## src/rtl/lcd_fb_pkg.sv

```systemverilog
// Shared constants and FSM encodings for the LCD frame-buffer arbiter.
package lcd_fb_pkg;

  localparam int FB_W_WORD    = 19;
  localparam int FB_W_PIX     = 24;
  localparam int FB_MAX_STALL = 4;
  localparam int FB_W_STALL   = 3;

  // Records which access was issued to the BRAM in the previous cycle
  typedef enum logic [1:0] {
    ST_IDLE   = 2'd0,
    ST_DISP   = 2'd1,
    ST_BUS_RD = 2'd2,
    ST_BUS_WR = 2'd3
  } fb_arb_state_t;

endpackage

```

## src/rtl/lcd_fb_starve_cnt.sv

```systemverilog
// Saturating bus starvation counter; force_bus tells the arbiter the bus
// has waited long enough and must win the next arbitration.
module lcd_fb_starve_cnt
  import lcd_fb_pkg::*;
#(
  parameter int MAX_STALL = FB_MAX_STALL,
  parameter int W_STALL   = FB_W_STALL
) (
  input  logic HCLK,
  input  logic HRESET,
  input  logic bus_req,
  input  logic bus_gnt,
  output logic force_bus
);

  localparam logic [W_STALL-1:0] STALL_LIMIT = W_STALL'(MAX_STALL);

  logic [W_STALL-1:0] starve;

  // Count consecutive denied bus cycles, clear on grant or withdrawn request
  always_ff @(posedge HCLK) begin
    if (HRESET) begin
      starve <= '0;
    end else if (!bus_req || bus_gnt) begin
      starve <= '0;
    end else if (starve != STALL_LIMIT) begin
      starve <= starve + 1'b1;
    end
  end

  assign force_bus = (starve == STALL_LIMIT);

endmodule

```

## src/rtl/lcd_fb_arbiter.sv

```systemverilog
// Single-port frame-buffer arbiter between the AHB load path and scan-out.
// Scan-out wins by default; the starvation counter forces a bus slot.
// Optional macro LCD_FB_ARB_STATS_EN adds the stat_bus_stall counter port.
module lcd_fb_arbiter
  import lcd_fb_pkg::*;
#(
  parameter int W_WORD    = FB_W_WORD,
  parameter int W_PIX     = FB_W_PIX,
  parameter int MAX_STALL = FB_MAX_STALL,
  parameter int W_STALL   = FB_W_STALL
) (
  input  logic                 HCLK,
  input  logic                 HRESET,
  input  logic                 bus_req,
  input  logic                 bus_we,
  input  logic [W_WORD-1:0]    bus_addr,
  input  logic [W_PIX-1:0]     bus_wdata,
  output logic                 bus_gnt,
  output logic                 bus_rvalid,
  output logic [W_PIX-1:0]     bus_rdata,
  input  logic                 disp_req,
  input  logic [W_WORD-1:0]    disp_addr,
  output logic                 disp_gnt,
  output logic                 disp_rvalid,
  output logic [2*W_PIX-1:0]   disp_rdata,
  output logic                 bram_en,
  output logic                 bram_we,
  output logic [W_WORD-1:0]    bram_addr,
  output logic [W_PIX-1:0]     bram_din,
  input  logic [W_PIX-1:0]     bram_dout,
  input  logic [2*W_PIX-1:0]   bram_dout_dual
`ifdef LCD_FB_ARB_STATS_EN
  ,
  output logic [15:0]          stat_bus_stall
`endif
);

  // Scan-out always reads pixel pairs, so the low address bit is dropped
  localparam logic [W_WORD-1:0] PAIR_MASK = {{(W_WORD-1){1'b1}}, 1'b0};

  fb_arb_state_t     state;
  logic              force_bus;
  logic [W_WORD-1:0] disp_addr_even;

  lcd_fb_starve_cnt #(
    .MAX_STALL (MAX_STALL),
    .W_STALL   (W_STALL)
  ) u_starve (
    .HCLK      (HCLK),
    .HRESET    (HRESET),
    .bus_req   (bus_req),
    .bus_gnt   (bus_gnt),
    .force_bus (force_bus)
  );

  // Grants are held off while reset is asserted so every output reads 0
  assign bus_gnt  = !HRESET && bus_req && (!disp_req || force_bus);
  assign disp_gnt = !HRESET && disp_req && !bus_gnt;

  assign disp_addr_even = disp_addr & PAIR_MASK;

  assign bram_en  = bus_gnt || disp_gnt;
  assign bram_we  = bus_gnt && bus_we;
  assign bram_din = HRESET ? '0 : bus_wdata;

  // Drive the BRAM address from whichever requester holds the grant
  always_comb begin
    bram_addr = '0;
    if (bus_gnt) begin
      bram_addr = bus_addr;
    end else if (disp_gnt) begin
      bram_addr = disp_addr_even;
    end
  end

  // Remember the access issued this cycle so its read data can be tagged next cycle
  always_ff @(posedge HCLK) begin
    if (HRESET) begin
      state <= ST_IDLE;
    end else if (disp_gnt) begin
      state <= ST_DISP;
    end else if (bus_gnt) begin
      state <= bus_we ? ST_BUS_WR : ST_BUS_RD;
    end else begin
      state <= ST_IDLE;
    end
  end

  assign disp_rvalid = !HRESET && (state == ST_DISP);
  assign bus_rvalid  = !HRESET && (state == ST_BUS_RD);
  assign disp_rdata  = disp_rvalid ? bram_dout_dual : '0;
  assign bus_rdata   = bus_rvalid ? bram_dout : '0;

`ifdef LCD_FB_ARB_STATS_EN
  // Saturating count of every cycle the bus asked and was turned away
  always_ff @(posedge HCLK) begin
    if (HRESET) begin
      stat_bus_stall <= '0;
    end else if (bus_req && !bus_gnt && (stat_bus_stall != 16'hFFFF)) begin
      stat_bus_stall <= stat_bus_stall + 16'd1;
    end
  end
`endif

endmodule

```

## config.mk

```make
export PLATFORM = sky130hd
export DESIGN_NAME = lcd_fb_arbiter
export DESIGN_NICKNAME = d
export VERILOG_FILES = /design/src/rtl/lcd_fb_pkg.sv /design/src/rtl/lcd_fb_starve_cnt.sv /design/src/rtl/lcd_fb_arbiter.sv
export SDC_FILE = /design/constraint.sdc
export NUM_CORES = 1
export LEC_CHECK = 0
export BUFFER_PORTS_ARGS = -buffer_cell sky130_fd_sc_hd__buf_2
export CORE_AREA = 4 4 100 102
export CTS_CLUSTER_DIAMETER = 120
export DETAILED_ROUTE_END_ITERATION = 12
export DIE_AREA = 0 0 104 106
export SLEW_MARGIN = 20
export SYNTH_ARGS = -nofsm -noshare
export SYNTH_HDL_FRONTEND = slang
export SYNTH_HIERARCHICAL = 1
export SYNTH_SLANG_ARGS = --single-unit
```

## constraint.sdc

```tcl
create_clock -name HCLK -period 5.4 [get_ports HCLK]
set_input_delay 0.81 -clock HCLK [delete_from_list [all_inputs] [get_ports HCLK]]
set_output_delay 0.81 -clock HCLK [all_outputs]
set_load 0.02 [all_outputs]
```

# == After elaboration in Yosys (flattened, before gate mapping) ==
# Index checks and enable logic that the tools add are counted.
# word_totals
ff_bits,5
latch_bits,0
mem_bits_rw,0
mem_bits_ro,0
in_bits,139
out_inout_bits,121
word_cells,33
n_memories,0
# classes
addsub,1
mul,0
div,0
n_lt_le_gt_ge,0
eq_ne,4
shift,0
muxes,8
bitwise,1
n_reduce_logical,16
# op_table
operator,count
24-bit 2-to-1 mux,2
48-bit 2-to-1 mux,1
19-bit 2-to-1 mux,2
1-bit logical AND,7
1-bit zero test,4
3-bit by 1-bit adder with 3-bit output (second input constant),1
3-bit == test (second input constant),1
1-bit logical OR,3
1-bit 2-to-1 mux,3
3-bit != test (second input constant),1
3-bit OR reduction,1
2-bit by 1-bit == test with 1-bit output (second input constant),1
2-bit == test (second input constant),1
2-bit OR reduction,1
1-bit NOT,1

# == Depth between registers and ports, before layout ==
# depth
depth_word,7
depth_mapped,8
mapped_depth_nobuf,7

# == Cells and area by module ==
# The synthesis kept the hierarchy.
# by_module_without_submodules
module,n_inst,cells_per_inst,area_per_inst_um2,seq_area_each_um2
lcd_fb_arbiter,1,186,1202.4,40.0
lcd_fb_starve_cnt,1,18,170.2,60.1

# == Worst setup path before layout ==
# OpenSTA, ideal clock, no wires.
# synth_path
path_kind,input -> output
start,in HRESET
end,out bram_addr[0]
arrival_ps,1907
required_ps,4590
slack_ps,2683
stages,3
path_buffers,2
cell_sequence,clkbuf_1 -> buf_2 -> nor4b_1
# synth_via
elab_chain_len,4
# synth_rtl
item,line,source
"start, declared",lcd_fb_arbiter.sv:13,"input logic HRESET,"
1-bit zero test,lcd_fb_arbiter.sv:57,assign bus_gnt = !HRESET && bus_req && (!disp_req || force_bus);
1-bit logical AND (2 in series),lcd_fb_arbiter.sv:57,
19-bit 2-to-1 mux,lcd_fb_arbiter.sv:69,if (bus_gnt) begin
"end, declared",lcd_fb_arbiter.sv:28,"output logic [W_WORD-1:0] bram_addr,"
# Every way passes these cells.

# == Worst setup path in the final report ==
# layout_path
start,in HRESET
end,out bus_rdata[5]
# layout_via
elab_chain_len,3
# layout_rtl
item,line,source
1-bit zero test,lcd_fb_arbiter.sv:90,assign bus_rvalid = !HRESET && (state == ST_BUS_RD);
1-bit logical AND,lcd_fb_arbiter.sv:90,
24-bit 2-to-1 mux,lcd_fb_arbiter.sv:92,assign bus_rdata = bus_rvalid ? bram_dout : '0;
"end, declared",lcd_fb_arbiter.sv:20,"output logic [W_PIX-1:0] bus_rdata,"
# Every way passes these cells.

==> out/metrics.cfg <==
[status]
status=complete, no violations

[sta]
period_minus_slack_ps=3230
rsz0062_at_grt=no
slew_headroom_pct=33.2
fin_worst_skew_ps=0.705
setup_viol=0
max_freq_ghz=0.309
final_hold_viol_count=0
fin_crit_sh_pct=59.9
finalMaxSlewViolations=0
max_slew.worst_pin.slew_ps=1000
setup_tns_ps=0

[clock_network]
postCtsHoldBufs=0
insertion_delay_ps=220
cts_setup_buffers=0
clock_path_buffers=2
cts.sinks=5
cts-htree-levels=1
tritoncts=done
path_clk_slew_ps=40
cts_resized=0
ctsRootBufferMaster=clkbuf_8
cts_made_buffers=3

[route]
met1Wirelength_mm=2.89
met2_length_mm=3.77
drtIter0Drc=116
wl_mm=7.97
dr_wl_met3_mm=1.29
ant_nets=0
avgViaCountPerCell=4.11
routed-via-count=2303
routed.top_layer=met4
drtPass1Iterations=4
drc=0
routedWlPerCell_um=14.2

[floorplan]
start_util_pct=15.1
design.core.area_mm2=0.00911
die_height_um=106
num_rows=35
die_w_um=104
die_area_mm2=0.0110
ioPinCount=260

[finish]
syn_to_final_growth_pct=103
final_nets=590
drive_gt1_share_pct=60.0
fillers=980
stdcell_count=560
fin_area_mm2=0.00279

[placed_design]
dpl_cell_area_mm2=0.00274
io_buffers=258
gp_congestion=0.743
dp.cells=555
hpwl_mm=6.94

[yosys]
synth_edf_count=0
yosys_register_bits=5
avgSynthCellArea_um2=6.73
synth_top_flop_cell=dfxtp_1
async_reset_ff_share_pct=0
yosysMostFrequentCell=and2_1
post_synth_num_cell_types=22
synth_commonest_cells=and2_1 (73), nand2b_1 (36), nor2b_1 (25)
yosysWarnings=6
ys_seq_area_share_pct=7.29
netlist_area_mm2=0.00137
syn_nets=345
synth_top_area_share_pct=33.3
synth.area.top_cells=and2_1 (33%), nand2b_1 (16%), o32ai_1 (11%), nor2b_1 (11%), dfxtp_1 (7.3%)
syn_inst=204
synth_top_area_cell=and2_1

[global_routing]
grt_usage_pct=12.7
grt_max_degree=71
gr-total-overflow=0
grt_pass1_vias=2151
antenna_found_initial=0
grt_pass1_wl_mm=11.3

[job]
drv_cap=0

[pwr]
p_per_area_mw_per_mm2=106
irDropWorstVdd_mv=0.0632
p_leak_uw=0.00170

[worst_hold_path]
min_path_type=reg -> reg
holdCritStartpoint=u_starve/starve[1]$_SDFFE_PP0P_
worstHoldPathCells=2
min_to=u_starve/starve[1]$_SDFFE_PP0P_

[critical_path]
r2r_slack_ps=3360
crit_path_end_kind=primary output
cp.arrival_ps=2420
crit_type=in -> out
worstReg2RegEnd=u_starve/starve[2]$_SDFFE_PP0P_
path_max_fanout=70
startpoint_type=input port
r2r_start=u_starve/starve[0]$_SDFFE_PP0P_
critPathRequiredTime_ps=4590
r2r_cells=8

==> where the power goes <==
part | leakage (uW) | internal [uW] | switching (uW)
logic | 0.00163 | 84.7 | 102
registers | 0.0000410 | 38.7 | 1.43
clock network | 0.0000228 | 50.7 | 17.9
==> critical path, cell delays in order <==
cell     delay (ps)
buf_2           410
nor3b_4         780
and2_1          230
buf_2           170
==> logic make-up (layout without fill, tap and decap cells) <==
family / Yosys count / count (layout) / share of synthesized area [%]
other: 0 / 1 / 0
buffers and inverters: 23 / 267 / 7.11
adders and majority gates: 2 / 2 / 1.82
DFF: 5 / 5 / 7.29
and+or+nand+nor: 150 / 150 / 69.2
AOI/OAI and AO/OA: 24 / 24 / 14.6
==> metrics by stage <==
| stage | hold WS [ps] | utilization (%) | power, uW | setup WS, ps |
|---|---|---|---|---|
| finish | 479 | 30.6 | 295 | 2170 |
| floorplan | 456 | - | 140 | 2680 |
| detailed placement | 477 | 30.1 | 228 | 1830 |
| CTS | 482 | 30.5 | 298 | 1830 |
| global route | 520 | 30.6 | 317 | 1940 |
| global placement | 469 | 30.1 | 227 | 1980 |
==> worst max path at each step <==
stage | startpoint | endpoint | slack [ps] | depth (start not counted)
finish | HRESET | bus_rdata[5] | 2170 | 4
global route | HRESET | bus_rdata[5] | 1940 | 4
CTS | HRESET | bus_rdata[5] | 1830 | 4
detailed placement | HRESET | bus_rdata[5] | 1830 | 4
global placement | HRESET | bus_rdata[2] | 1980 | 4
floorplan | HRESET | bram_addr[0] | 2680 | 3
==> flip-flops by register name, summed over array words and instances (netlist names) <==
signal / cells
state: 2
u_starve/starve: 3
==> layer usage <==
metal  vias up  global-route usage (%)
met1       994                    13.6
met2       151                    21.4
met4         0                    1.71
met5         -                       0
li1       1156                       -
met3         2                    8.32
==> placed cells by master, fill, tap and decap left out, types with 2 or more instances in the layout <==
cell type and count:
dfxtp_1 5, a21bo_2 2, and2_1 73, nor4b_1 2, clkbuf_8 3, nor3b_4 2
nor2_1 4, buf_4 2, o32ai_1 18, nand3_1 2, nor2b_1 25, ha_1 2
buf_2 258, a21oi_1 3, inv_1 3, nand2b_1 36, nor3_1 2
==> area by class of cell <==
class / instances / area [um2] / area share [%]
clock buffers: 4 / 45.0 / 1.61
repair buffers: 260 / 1310 / 46.8
multi-input cells: 176 / 1190 / 42.5
inverters: 3 / 11.3 / 0.403
diodes: 1 / 2.50 / 0.0896
flip-flops and latches: 5 / 100 / 3.59
well taps: 111 / 139 / 4.98
No activity file was read; power rests on OpenSTA's default activity.
